**config.mk**
```make
export PLATFORM = sky130hd
export DESIGN_NAME = alu_mul_flat
export DESIGN_NICKNAME = d
export VERILOG_FILES = /design/src/rtl/alu_pkg.sv /design/src/rtl/alu_mul_if.sv /design/src/rtl/mul_flag_gen.sv /design/src/rtl/alu_mul.sv /design/src/flat_wrapper.sv
export SDC_FILE = /design/constraint.sdc
export NUM_CORES = 1
export LEC_CHECK = 0
export ABC_AREA = 1
export CORE_ASPECT_RATIO = 1.2
export CORE_MARGIN = 2
export CORE_UTILIZATION = 45
export DETAILED_ROUTE_END_ITERATION = 8
export HOLD_SLACK_MARGIN = 0.1
export PLACE_DENSITY = 0.66
export RECOVER_POWER = 50
export SYNTH_ARGS = -nofsm -noshare
export SYNTH_HDL_FRONTEND = slang
export SYNTH_SLANG_ARGS = --single-unit
```
**constraint.sdc**
```tcl
create_clock -name clk -period 3.2 [get_ports clk]
set_input_delay 0.48 -clock clk [delete_from_list [all_inputs] [get_ports clk]]
set_output_delay 0.48 -clock clk [all_outputs]
set_load 0.02 [all_outputs]
```
**src/rtl/alu_pkg.sv**
```systemverilog
`default_nettype none
// ============================================================================
//  Module      : alu_pkg
//  Description : Shared ALU constants: flag bit indices, multiplier FSM
//                states and iteration count.
//  Revision    : 1.0 - initial release
// ============================================================================
package alu_pkg;

  localparam int FLAG_N   = 3;
  localparam int FLAG_Z   = 2;
  localparam int FLAG_C   = 1;
  localparam int FLAG_V   = 0;

  localparam int MUL_ITER = 32;

  typedef enum logic [1:0] {
    IDLE = 2'd0,
    RUN  = 2'd1,
    DONE = 2'd2
  } mul_state_e;

endpackage : alu_pkg
`default_nettype wire

```
**src/rtl/alu_mul_if.sv**
```systemverilog
`default_nettype none
// ============================================================================
//  Module      : alu_mul_if
//  Description : Request/response bundle between the ALU and the multiplier.
//  Revision    : 1.0 - initial release
// ============================================================================
interface alu_mul_if #(
  parameter int WIDTH = 32
);

  logic             start;
  logic [WIDTH-1:0] in1;
  logic [WIDTH-1:0] in2;
  logic [WIDTH-1:0] Result;
  logic [3:0]       Flag;
  logic             S;
  logic             busy;

  modport master (
    output start, in1, in2,
    input  Result, Flag, S, busy
  );

  modport slave (
    input  start, in1, in2,
    output Result, Flag, S, busy
  );

endinterface : alu_mul_if
`default_nettype wire

```
**src/rtl/mul_flag_gen.sv**
```systemverilog
`default_nettype none
// ============================================================================
//  Module      : mul_flag_gen
//  Description : Truncates a full-width product to the result and derives
//                the NZCV flags for signed or unsigned interpretation.
//  Revision    : 1.0 - initial release
// ============================================================================
module mul_flag_gen
  import alu_pkg::*;
#(
  parameter int WIDTH = 32
) (
  input  wire logic [2*WIDTH-1:0] p,
  input  wire logic               signed_mode,
  output logic      [WIDTH-1:0]   result,
  output logic      [3:0]         flag
);

  logic overflow;

  always_comb begin
    result         = p[WIDTH-1:0];
    flag           = 4'b0000;
    // Signed overflow: the upper half is not a pure sign extension of the result.
    overflow       = signed_mode ? (p[2*WIDTH-1:WIDTH] != {WIDTH{p[WIDTH-1]}})
                                 : (p[2*WIDTH-1:WIDTH] != '0);
    flag[FLAG_N]   = p[WIDTH-1];
    flag[FLAG_Z]   = (p[WIDTH-1:0] == '0);
    flag[FLAG_C]   = overflow;
    flag[FLAG_V]   = signed_mode & overflow;
  end

endmodule : mul_flag_gen
`default_nettype wire

```
**src/rtl/alu_mul.sv**
```systemverilog
`default_nettype none
// ============================================================================
//  Module      : alu_mul
//  Description : Iterative shift-add multiplier, 33-cycle latency, low-half
//                result with NZCV flags. Macro MUL_SIGNED_EN selects
//                two's-complement operands (default: unsigned).
//  Revision    : 1.0 - initial release
// ============================================================================
module alu_mul
  import alu_pkg::*;
#(
  parameter int WIDTH = 32
) (
  input  wire logic clk,
  input  wire logic rst,
  alu_mul_if.slave  bus
);

`ifdef MUL_SIGNED_EN
  localparam bit SIGNED_MODE = 1'b1;
`else
  localparam bit SIGNED_MODE = 1'b0;
`endif

  localparam int CNT_W = $clog2(MUL_ITER);

  mul_state_e             state_q,  state_d;
  logic [WIDTH-1:0]       mcand_q,  mcand_d;
  logic [WIDTH-1:0]       mplier_q, mplier_d;
  logic [2*WIDTH-1:0]     acc_q,    acc_d;
  logic [CNT_W-1:0]       cnt_q,    cnt_d;
  logic                   neg_q,    neg_d;
  logic [WIDTH-1:0]       result_q, result_d;
  logic [3:0]             flag_q,   flag_d;
  logic                   s_q,      s_d;

  logic [WIDTH:0]         sum;
  logic [2*WIDTH-1:0]     product;
  logic [WIDTH-1:0]       gen_result;
  logic [3:0]             gen_flag;

  // Product with sign correction applied; only consumed in DONE.
  assign product = neg_q ? (-acc_q) : acc_q;

  mul_flag_gen #(
    .WIDTH       (WIDTH)
  ) u_flag_gen (
    .p           (product),
    .signed_mode (SIGNED_MODE),
    .result      (gen_result),
    .flag        (gen_flag)
  );

  always_comb begin
    state_d  = state_q;
    mcand_d  = mcand_q;
    mplier_d = mplier_q;
    acc_d    = acc_q;
    cnt_d    = cnt_q;
    neg_d    = neg_q;
    result_d = result_q;
    flag_d   = flag_q;
    s_d      = 1'b0;
    sum      = {1'b0, acc_q[2*WIDTH-1:WIDTH]} +
               {1'b0, (mplier_q[0] ? mcand_q : {WIDTH{1'b0}})};

    unique case (state_q)
      IDLE: begin
        if (bus.start) begin
          mcand_d  = (SIGNED_MODE && bus.in1[WIDTH-1]) ? -bus.in1 : bus.in1;
          mplier_d = (SIGNED_MODE && bus.in2[WIDTH-1]) ? -bus.in2 : bus.in2;
          neg_d    = SIGNED_MODE && (bus.in1[WIDTH-1] ^ bus.in2[WIDTH-1]);
          acc_d    = '0;
          cnt_d    = '0;
          state_d  = RUN;
        end
      end
      RUN: begin
        // Carry out of the add lands in the top bit after the right shift.
        acc_d    = {sum, acc_q[WIDTH-1:1]};
        mplier_d = mplier_q >> 1;
        cnt_d    = cnt_q + 1'b1;
        if (cnt_q == CNT_W'(MUL_ITER - 1)) begin
          state_d = DONE;
        end
      end
      DONE: begin
        result_d = gen_result;
        flag_d   = gen_flag;
        s_d      = 1'b1;
        state_d  = IDLE;
      end
      default: state_d = IDLE;
    endcase
  end

  always_ff @(posedge clk) begin
    if (rst) begin
      state_q  <= IDLE;
      mcand_q  <= '0;
      mplier_q <= '0;
      acc_q    <= '0;
      cnt_q    <= '0;
      neg_q    <= 1'b0;
      result_q <= '0;
      flag_q   <= 4'b0000;
      s_q      <= 1'b0;
    end else begin
      state_q  <= state_d;
      mcand_q  <= mcand_d;
      mplier_q <= mplier_d;
      acc_q    <= acc_d;
      cnt_q    <= cnt_d;
      neg_q    <= neg_d;
      result_q <= result_d;
      flag_q   <= flag_d;
      s_q      <= s_d;
    end
  end

  assign bus.Result = result_q;
  assign bus.Flag   = flag_q;
  assign bus.S      = s_q;
  assign bus.busy   = (state_q != IDLE);

endmodule : alu_mul
`default_nettype wire

```
**src/flat_wrapper.sv**
```systemverilog
// flat-port wrapper written by rule: the top's interface ports become plain ports
module alu_mul_flat import alu_pkg::*;
#(
  parameter int WIDTH = 32
)
  (clk, rst, bus_start, bus_in1, bus_in2, bus_Result, bus_Flag, bus_S, bus_busy);
  alu_mul_if #(.WIDTH(WIDTH)) bus_i ();
  input  wire logic clk;
  input  wire logic rst;
  input wire logic [$bits(bus_i.start)-1:0] bus_start;
  input wire logic [$bits(bus_i.in1)-1:0] bus_in1;
  input wire logic [$bits(bus_i.in2)-1:0] bus_in2;
  output wire logic [$bits(bus_i.Result)-1:0] bus_Result;
  output wire logic [$bits(bus_i.Flag)-1:0] bus_Flag;
  output wire logic [$bits(bus_i.S)-1:0] bus_S;
  output wire logic [$bits(bus_i.busy)-1:0] bus_busy;
  assign bus_i.start = bus_start;
  assign bus_i.in1 = bus_in1;
  assign bus_i.in2 = bus_in2;
  assign bus_Result = bus_i.Result;
  assign bus_Flag = bus_i.Flag;
  assign bus_S = bus_i.S;
  assign bus_busy = bus_i.busy;
  alu_mul #(.WIDTH(WIDTH)) u_core (.clk(clk), .rst(rst), .bus(bus_i));
endmodule
```
## Word-level counts from Yosys, hierarchy flattened

Index checks and enable logic that the tools add are counted.

- Output and inout bits: 38
- Register bits after elaboration: 171
- Logic and storage cells: 34

- Equal/unequal tests: 5
- Add/sub/neg operators: 2
- Mux-type cells: 11
- Reduce and logical (&&, ||, !) cells: 8

Operators with widths:

| operator | number |
|---|---|
| $pmux 64 s2 | 1 |
| $mux 32 | 2 |
| $mux 64 | 1 |
| $pmux 32 s2 | 1 |
| $add 32x32->33 | 1 |
| $logic_not 32->1 | 1 |
| $reduce_bool 32->1 | 1 |
| $pmux 5 s2 | 1 |
| $reduce_and 2->1 | 3 |
| $add 5x1->5 const B | 1 |
| $eq 5x5->1 const B | 1 |
| $mux 5 | 1 |
| $mux 2 | 2 |
| $pmux 2 s2 | 1 |
| $reduce_bool 2->1 | 2 |
| $eq 2x1->1 const B | 1 |
| $eq 2x2->1 const B | 1 |
| $logic_not 2->1 | 1 |
| $ne 2x1->1 const B | 1 |
| $ne 2x2->1 const B | 1 |
| $mux 1 | 1 |

## Longest topological paths before layout

Gate-level depths: netlist of the first run.

- Word-level depth: 3
- Depth in mapped cells: 17

## By module

A second synthesis of the first run with hierarchy kept.

- Cell total of the unflattened synthesis: 1442
- Area, all modules: 9509.1 µm²

By module, submodules not included:

| module | cells an instance | times used | area each (µm²) |
|---|---|---|---|
| alu_mul | 1330 | 1 | 8903.5 |
| mul_flag_gen | 112 | 1 | 605.6 |

## Least setup slack after synthesis of the first run

Ideal clock, no wire load.

- Kind: register -> register
- Start point: register u_core.mplier_q[0]
- End point: register u_core.acc_q[47]
- Path slack: 1059 ps
- Library setup time: 131 ps
- Period minus slack after synthesis: 2141 ps
- Data arrival time: 2010 ps
- Buffers on the path: 2
- Cell stages (with the launch flop): 15
- Path through: dfxtp_1 clkbuf_1 clkbuf_1 nand2_1 inv_1 ha_1 nand2_2 inv_1 a21oi_1 o21bai_1 inv_1 nand2_1 or2_1 nand2_1 a21oi_2

- Cells in the longest elaborated chain, start to end: 3

RTL lines:

| what | line | source |
|---|---|---|
| start: declaration | alu_mul.sv:29 | `logic [WIDTH-1:0] mplier_q, mplier_d;` |
| start signal: assignment | alu_mul.sv:111 | `mplier_q <= mplier_d;` |
| $mux 32 | alu_mul.sv:65 | `{1'b0, (mplier_q[0] ? mcand_q : {WIDTH{1'b0}})};` |
| $add 32x32->33 | alu_mul.sv:64 | `sum = {1'b0, acc_q[2*WIDTH-1:WIDTH]} +` |
| $pmux 64 s2 | alu_mul.sv:67 | `unique case (state_q)` |
| end signal: assignment | alu_mul.sv:102 | `acc_q <= '0;` |
| end signal: assignment | alu_mul.sv:112 | `acc_q <= acc_d;` |
| end: declaration | alu_mul.sv:30 | `logic [2*WIDTH-1:0] acc_q, acc_d;` |

Every way passes these cells.
A chain may end at the register's enable or synchronous reset.

## Final worst setup path of the first run

- Start point: register u_core.mplier_q[0]
- End point: register u_core.acc_q[45]

Same word-level chain as after synthesis.

==> results.json, run 1 <==
{
  "status": "finished, violations left",
  "failed_checks": "max-capacitance violations, max-slew violations",
  "placeableCoreArea_sq_um": 19500,
  "numClockSinks": 170,
  "placed_cell_area_sq_um": 10100,
  "drv_cap": 1,
  "post_detailed_route_wirelength_per_cell_um": 14.2,
  "clock_tree.htree_level_count": 4,
  "summed_instance_area_of_the_synthesized_netlist_sq_um": 8910,
  "num_rows": 56,
  "dp.final_hpwl_um": 16900,
  "max_slew_margin_pct": -17.5,
  "power_density_nw_per_um2": 453,
  "hold_path_origin": "u_core.mplier_q[4]",
  "portion_of_total_power_attributed_to_combinational_logic_pct": 10.0,
  "numPlacedInstances": 1663,
  "timing.final.setup_violations": 0,
  "final.setup_skew_ps": 8.36,
  "die_x_um": 132,
  "reg2reg_setup_slack_ps": 600,
  "final.setup.worst_slack_ps": 599,
  "port-buffer-count": 103,
  "hold_violations": 0,
  "unrepaired_setup_endpoints_after_global_routing": "no",
  "peak_ir_drop_on_the_vdd_network_v": 0.000382,
  "slew_viol_final": 75,
  "mostFrequentLayoutCells": "sky130_fd_sc_hd__nand2_1 (356), sky130_fd_sc_hd__inv_1 (183), sky130_fd_sc_hd__nor2_1 (173)",
  "antennaDiodeCount": 0,
  "totalNegativeSetupSlack_ps": 0,
  "detail_route.iter0.violations": 379,
  "grt_max_degree": 75,
  "power.sequential.fraction_pct": 46.3,
  "ioPinCount": 105,
  "number_of_antenna_violations_at_the_first_check_in_global_routing": 0,
  "flow.area_growth_from_synthesis_pct": 20.2,
  "insertion_delay_ps": 430,
  "route.detailed.drc": 0,
  "tightest_slew_ps": 1760,
  "effective_utilization_at_floorplan_pct": 45.7,
  "sequential_to_total_area_share_from_yosys_stat_pct": 38.2,
  "fmax_ghz": 0.384,
  "gp_routability_congestion": 0.939,
  "postSynth.topFlopCell": "sky130_fd_sc_hd__dfxtp_1",
  "synth_top_cells_by_area": "sky130_fd_sc_hd__dfxtp_1 (38%), sky130_fd_sc_hd__nand2_1 (15%), sky130_fd_sc_hd__inv_1 (7.8%)",
  "synth_area_per_cell_sq_um": 6.63,
  "quantity_of_hold_fixing_buffers_added_after_cts": 0,
  "min_period_over_period_pct": 81.3,
  "cts_resized": 0,
  "post-synth-top-area-cell": "sky130_fd_sc_hd__dfxtp_1",
  "worstPathMaxFanout": 14,
  "root_buffer": "sky130_fd_sc_hd__clkbuf_16",
  "worst_ep_arrival_time_ps": 2840,
  "worstHoldPathCells": 2,
  "hold_class": "reg2reg",
  "beginning_of_the_worst_register_to_register_path": "u_core.mplier_q[0]",
  "drive_above_1_share_pct": 6.07,
  "non_filler_cells_final": 1695,
  "drt-vias-per-instance": 5.01,
  "grt_pass1_wl_um": 39600,
  "setup_bufs_post_cts": 0,
  "tritoncts": "built",
  "grt_overflow_total": 0,
  "wl_um": 24000,
  "period_needed_ps": 2600,
  "worstSetupStartpointType": "flop",
  "critPathKind": "reg2reg",
  "postSynthRegisterBits": 170,
  "pre_cts_slack_ps": 690,
  "finalNetCount": 1523,
  "path_clk_slew_ps": 80,
  "rr_worst_depth": 13,
  "numCtsBuffers": 17,
  "power.switching_w": 0.00133,
  "floorplan.die_area_sq_um": 20900,
  "hold-path-endpoint": "u_core.mplier_q[4]",
  "detailroute.via_count": 8489,
  "worstSetupEndpointType": "flop",
  "post-route-cell-area_sq_um": 10700,
  "synth_cells": 1344,
  "power.static_leakage_nw": 4.88,
  "first_global_vias": 8208,
  "antenna_left": 0,
  "global_route.usage.total_pct": 23.3,
  "ys_types": 37,
  "synth_edf_count": 0,
  "fillerInstances": 1985,
  "synthArstFlopShare_pct": 0,
  "post-route-util_pct": 55.0,
  "pwr-share-clk_pct": 43.7,
  "synthDominantCellAreaShare_pct": 38.2,
  "netSwitchingFraction_pct": 27.5,
  "mostFrequentLayoutCell": "sky130_fd_sc_hd__nand2_1",
  "cts-root-to-sink-buffers": 2,
  "internal_power_of_the_cells_w": 0.00352,
  "required_ps": 3430,
  "yosysWarnings": 0,
  "die-height_um": 158,
  "regToRegEndpoint": "u_core.acc_q[45]",
  "synth_nets": 1446,
  "firstDrtPassIters": 5
}
-- through the flow --
step / total power [W] / hold WS [ps]
final: 0.00485 / 447
after global routing: 0.00504 / 464
after CTS: 0.00490 / 447
after detailed placement: 0.00278 / 435
after global placement: 0.00278 / 432
after floorplan: 0.00260 / 424
-- metal layers --
layer	up-vias	GRT usage, %	share of wire, %
met5	-	0	0
met4	0	8.04	2.4
met3	35	4.39	4.4
met2	166	41.5	48
met1	3846	28.2	46
li1	4442	-	-
-- kinds of logic after synthesis --
| family | count (synthesis) | synth area share (%) |
|---|---|---|
| other | 1 | 0.0421 |
| buffers and inverters | 248 | 11.0 |
| and+or+nand+nor | 641 | 30.1 |
| DFF | 170 | 38.2 |
| adders and majority gates | 35 | 5.00 |
| AOI/OAI and AO/OA | 249 | 15.7 |
-- synthesized netlist by cell type, types with 2 or more instances --
library cell / instances
sky130_fd_sc_hd__nand2_2: 11
sky130_fd_sc_hd__ha_1: 34
sky130_fd_sc_hd__clkbuf_1: 33
sky130_fd_sc_hd__or2_2: 4
sky130_fd_sc_hd__nor2_4: 4
sky130_fd_sc_hd__nor2_1: 173
sky130_fd_sc_hd__nand3b_1: 4
sky130_fd_sc_hd__o21bai_1: 3
sky130_fd_sc_hd__inv_2: 3
sky130_fd_sc_hd__nor4_1: 16
sky130_fd_sc_hd__nand3_1: 42
sky130_fd_sc_hd__nor2_2: 5
sky130_fd_sc_hd__buf_4: 4
sky130_fd_sc_hd__buf_1: 2
sky130_fd_sc_hd__nand2_1: 357
sky130_fd_sc_hd__dfxtp_1: 170
sky130_fd_sc_hd__a21oi_1: 131
sky130_fd_sc_hd__inv_1: 184
sky130_fd_sc_hd__buf_2: 20
sky130_fd_sc_hd__nand4_1: 8
sky130_fd_sc_hd__o21ai_0: 77
sky130_fd_sc_hd__a21oi_2: 3
sky130_fd_sc_hd__nand3_2: 7
sky130_fd_sc_hd__nor3_1: 6
sky130_fd_sc_hd__o221ai_1: 31
-- critical path, stage by stage, from the launching register on --
cell and delay (ps):
sky130_fd_sc_hd__dfxtp_1 520, sky130_fd_sc_hd__buf_4 290, sky130_fd_sc_hd__nand2_1 70, sky130_fd_sc_hd__inv_1 70, sky130_fd_sc_hd__ha_1 290, sky130_fd_sc_hd__nand2_2 170, sky130_fd_sc_hd__inv_1 50, sky130_fd_sc_hd__nand2_1 60
sky130_fd_sc_hd__nand2_1 110, sky130_fd_sc_hd__a21oi_1 160, sky130_fd_sc_hd__nand2_2 140, sky130_fd_sc_hd__or2_2 300, sky130_fd_sc_hd__nand3_1 70, sky130_fd_sc_hd__a21oi_1 80
-- state kept, by name, summed over array words and instances, names as in the netlist --
register,count
u_core.acc_q,64
u_core.mcand_q,32
u_core.mplier_q,32
u_core.bus.Result,31
u_core.cnt_q,5
u_core.bus.Flag,3
u_core.state_q,2
u_core.bus.S,1
-- final cells by class --
type | count | area [sq um] | area share (%)
clock buffer | 18 | 429 | 4.01
clock inverter | 14 | 175 | 1.64
inverter | 188 | 706 | 6.59
multi-input combinational | 926 | 4530 | 42.3
sequential | 170 | 3400 | 31.8
tap | 261 | 327 | 3.05
timing repair buffer | 118 | 1140 | 10.6
-- power by group through the flow --
stage / Combinational, W / Clock (W) / Sequential (W)
after detailed placement: 0.000489 / 0 / 0.00229
final: 0.000485 / 0.00212 / 0.00225
after global routing: 0.000544 / 0.00224 / 0.00226
after global placement: 0.000485 / 0 / 0.00229
after floorplan: 0.000318 / 0 / 0.00228
after CTS: 0.000491 / 0.00217 / 0.00225
-- how the worst max path moves through the flow --
stage	from	to	depth (start not counted)
2_1_floorplan	u_core.mplier_q[0]	u_core.acc_q[47]	14
3_3_place_gp	u_core.mplier_q[0]	u_core.acc_q[45]	13
3_5_place_dp	u_core.mplier_q[0]	u_core.acc_q[45]	13
4_1_cts	u_core.mplier_q[0]	u_core.acc_q[45]	13
5_1_grt	u_core.mplier_q[0]	u_core.acc_q[45]	13
6_report	u_core.mplier_q[0]	u_core.acc_q[45]	13
No activity file was read; power rests on OpenSTA's default activity.
==> inputs of run 2 (changes only) <==
- clock period: 3.2 -> 2.5 ns (I/O delays scaled with it)
==> run 2 against run 1 <==
Against the previous run:
- the flow still finishes with violations (max-capacitance violations, max-slew violations)
- sequential share of layout area down 0.052 points
- total power up 26%
- critical path depth unchanged
- count of clock-buffer cells in the layout unchanged
- setup slack worse by 340 ps
- fmax up 16%
- worst hold slack about the same
- largest power group unchanged
==> results.json, run 2 (synthesized netlist as in run 1, its figures left out) <==
{
  "root_buffer": "sky130_fd_sc_hd__clkbuf_16",
  "critPathKind": "reg2reg",
  "required_ps": 2780,
  "slew_viol_final": 45,
  "tritoncts": "built",
  "drv_cap": 1,
  "netSwitchingFraction_pct": 28.0,
  "path_clk_slew_ps": 80,
  "hold-path-endpoint": "u_core.mplier_q[16]",
  "unrepaired_setup_endpoints_after_global_routing": "no",
  "max_flop_register": "u_core.acc_q",
  "die_x_um": 132,
  "detailroute.via_count": 8509,
  "status": "finished, violations left",
  "worstPathMaxFanout": 14,
  "fmax_ghz": 0.446,
  "totalNegativeSetupSlack_ps": 0,
  "drive_above_1_share_pct": 6.07,
  "antenna_left": 0,
  "number_of_antenna_violations_at_the_first_check_in_global_routing": 0,
  "regToRegEndpoint": "u_core.acc_q[45]",
  "numClockSinks": 170,
  "worstSetupEndpointType": "flop",
  "first_global_vias": 8053,
  "post-route-util_pct": 55.1,
  "grt_overflow_total": 0,
  "dp.final_hpwl_um": 16800,
  "hold_path_origin": "u_core.mplier_q[16]",
  "die-height_um": 158,
  "min_period_over_period_pct": 89.6,
  "wl_um": 23900,
  "hold_violations": 0,
  "global_route.usage.total_pct": 23.2,
  "failed_checks": "max-capacitance violations, max-slew violations",
  "worst-path-buf-inv": 2,
  "max_slew_margin_pct": -4.14,
  "effective_utilization_at_floorplan_pct": 45.7,
  "grt_pass1_wl_um": 39500,
  "reg2reg_setup_slack_ps": 260,
  "worst_ep_arrival_time_ps": 2520,
  "reg.largest.list": "u_core.acc_q: 64 flops, u_core.mcand_q: 32 flops, u_core.mplier_q: 32 flops",
  "worstSetupStartpointType": "flop",
  "rr_worst_depth": 13,
  "mostFrequentLayoutCells": "sky130_fd_sc_hd__nand2_1 (356), sky130_fd_sc_hd__inv_1 (184), sky130_fd_sc_hd__nor2_1 (173)",
  "route.detailed.drc": 0,
  "grt_max_degree": 75,
  "port-buffer-count": 103,
  "tightest_slew_ps": 1560,
  "pwr-share-clk_pct": 42.7,
  "power.switching_w": 0.00171,
  "drt-vias-per-instance": 5.02,
  "finalNetCount": 1522,
  "peak_ir_drop_on_the_vdd_network_v": 0.000517,
  "cp_common_cell": "sky130_fd_sc_hd__nand2_1",
  "internal_power_of_the_cells_w": 0.00441,
  "critical_path.cell_chain": "buf_4, nand2_1, inv_1, ha_1, nand2_1, nand2_1, nand2_1, nand3_2, nand2_1, nand2_2, or2_2, nand3_1, a21oi_1",
  "beginning_of_the_worst_register_to_register_path": "u_core.mplier_q[0]",
  "critPathSlowestCell": "sky130_fd_sc_hd__dfxtp_1",
  "antennaDiodeCount": 0,
  "power.sequential.fraction_pct": 46.9,
  "numPlacedInstances": 1662,
  "non_filler_cells_final": 1694,
  "final.setup_skew_ps": 12.4,
  "worstHoldPathCells": 2,
  "gp_routability_congestion": 1.00,
  "placeableCoreArea_sq_um": 19500,
  "floorplan.die_area_sq_um": 20900,
  "hold_class": "reg2reg",
  "clock_tree.htree_level_count": 4,
  "quantity_of_hold_fixing_buffers_added_after_cts": 0,
  "numCtsBuffers": 17,
  "timing.final.setup_violations": 0,
  "firstDrtPassIters": 5,
  "num_rows": 56,
  "post_detailed_route_wirelength_per_cell_um": 14.1,
  "crit_family": "simple AND/OR/NAND/NOR gates",
  "flow.area_growth_from_synthesis_pct": 20.4,
  "crit_path_max_incr_delay_ps": 410,
  "totalPowerFinal_w": 0.00613,
  "mostFrequentLayoutCell": "sky130_fd_sc_hd__nand2_1",
  "power_density_nw_per_um2": 571,
  "cts-root-to-sink-buffers": 2,
  "hold_ws_ps": 447,
  "power.static_leakage_nw": 4.88,
  "period_needed_ps": 2240,
  "insertion_delay_ps": 440,
  "ioPinCount": 105,
  "portion_of_total_power_attributed_to_combinational_logic_pct": 10.4,
  "detail_route.iter0.violations": 500,
  "largest_register_ffs": 64
}
[run 2: cell types whose count changed in the layout (fill, tap and decap cells not counted), sizes merged]
cell and change:
clkbuf -3, clkinvlp +1, buf +2, bufinv -1
[run 2: how the worst max path moves through the flow]
stage                                  start               end  slack [ps]  cells after the start
after CTS                 u_core.mplier_q[0]  u_core.acc_q[58]         210                     13
final                     u_core.mplier_q[0]  u_core.acc_q[45]         260                     13
after detailed placement  u_core.mplier_q[0]  u_core.acc_q[58]         230                     13
after floorplan           u_core.mplier_q[0]  u_core.acc_q[47]         360                     14
after global placement    u_core.mplier_q[0]  u_core.acc_q[58]         230                     13
after global routing      u_core.mplier_q[0]  u_core.acc_q[53]          20                     15
[run 2: area by class of cell]
type                       instances  area (sq um)
clock buffer                      18           429
fill                            2013          8750
timing repair buffer             117          1190
inverter                         188           706
multi-input combinational        926          4520
clock inverter                    14           148
sequential                       170          3400
tap                              261           327
[run 2: power by group through the flow]
| stage | clock network, W | logic (W) | registers, W |
|---|---|---|---|
| after floorplan | 0 | 0.000407 | 0.00292 |
| after global placement | 0 | 0.000637 | 0.00294 |
| after detailed placement | 0 | 0.000644 | 0.00294 |
| after CTS | 0.00266 | 0.000647 | 0.00288 |
| after global routing | 0.00276 | 0.000715 | 0.00289 |
| final | 0.00261 | 0.000637 | 0.00288 |
[run 2: layer usage]
layer | vias up | track usage, % | wire length [um] | share of wire (%)
met5 | - | 0 | 0 | 0
met4 | 0 | 8.50 | 556 | 2.3
met3 | 28 | 3.91 | 981 | 4.1
met2 | 169 | 41.9 | 11800 | 50
met1 | 3875 | 27.8 | 10500 | 44
li1 | 4437 | - | - | -
[run 2: stage by stage]
stage	cell area, sq um	setup slack, ps
after floorplan	8910	359
after global placement	10200	228
after detailed placement	10200	230
after CTS	10700	215
after global routing	10700	20.6
final	10700	259
[run 2: timing repair]
action / in CTS / in global routing
resized for setup: 0 / 1
hold endpoints to repair: 0 / 0
buffers inserted: 0 / 0
setup endpoints to repair: 0 / 1
[run 2: worst min-delay path, stage by stage (launching register included)]
cell and delay [ps]:
sky130_fd_sc_hd__dfxtp_1 310, sky130_fd_sc_hd__inv_1 50, sky130_fd_sc_hd__a21oi_1 50
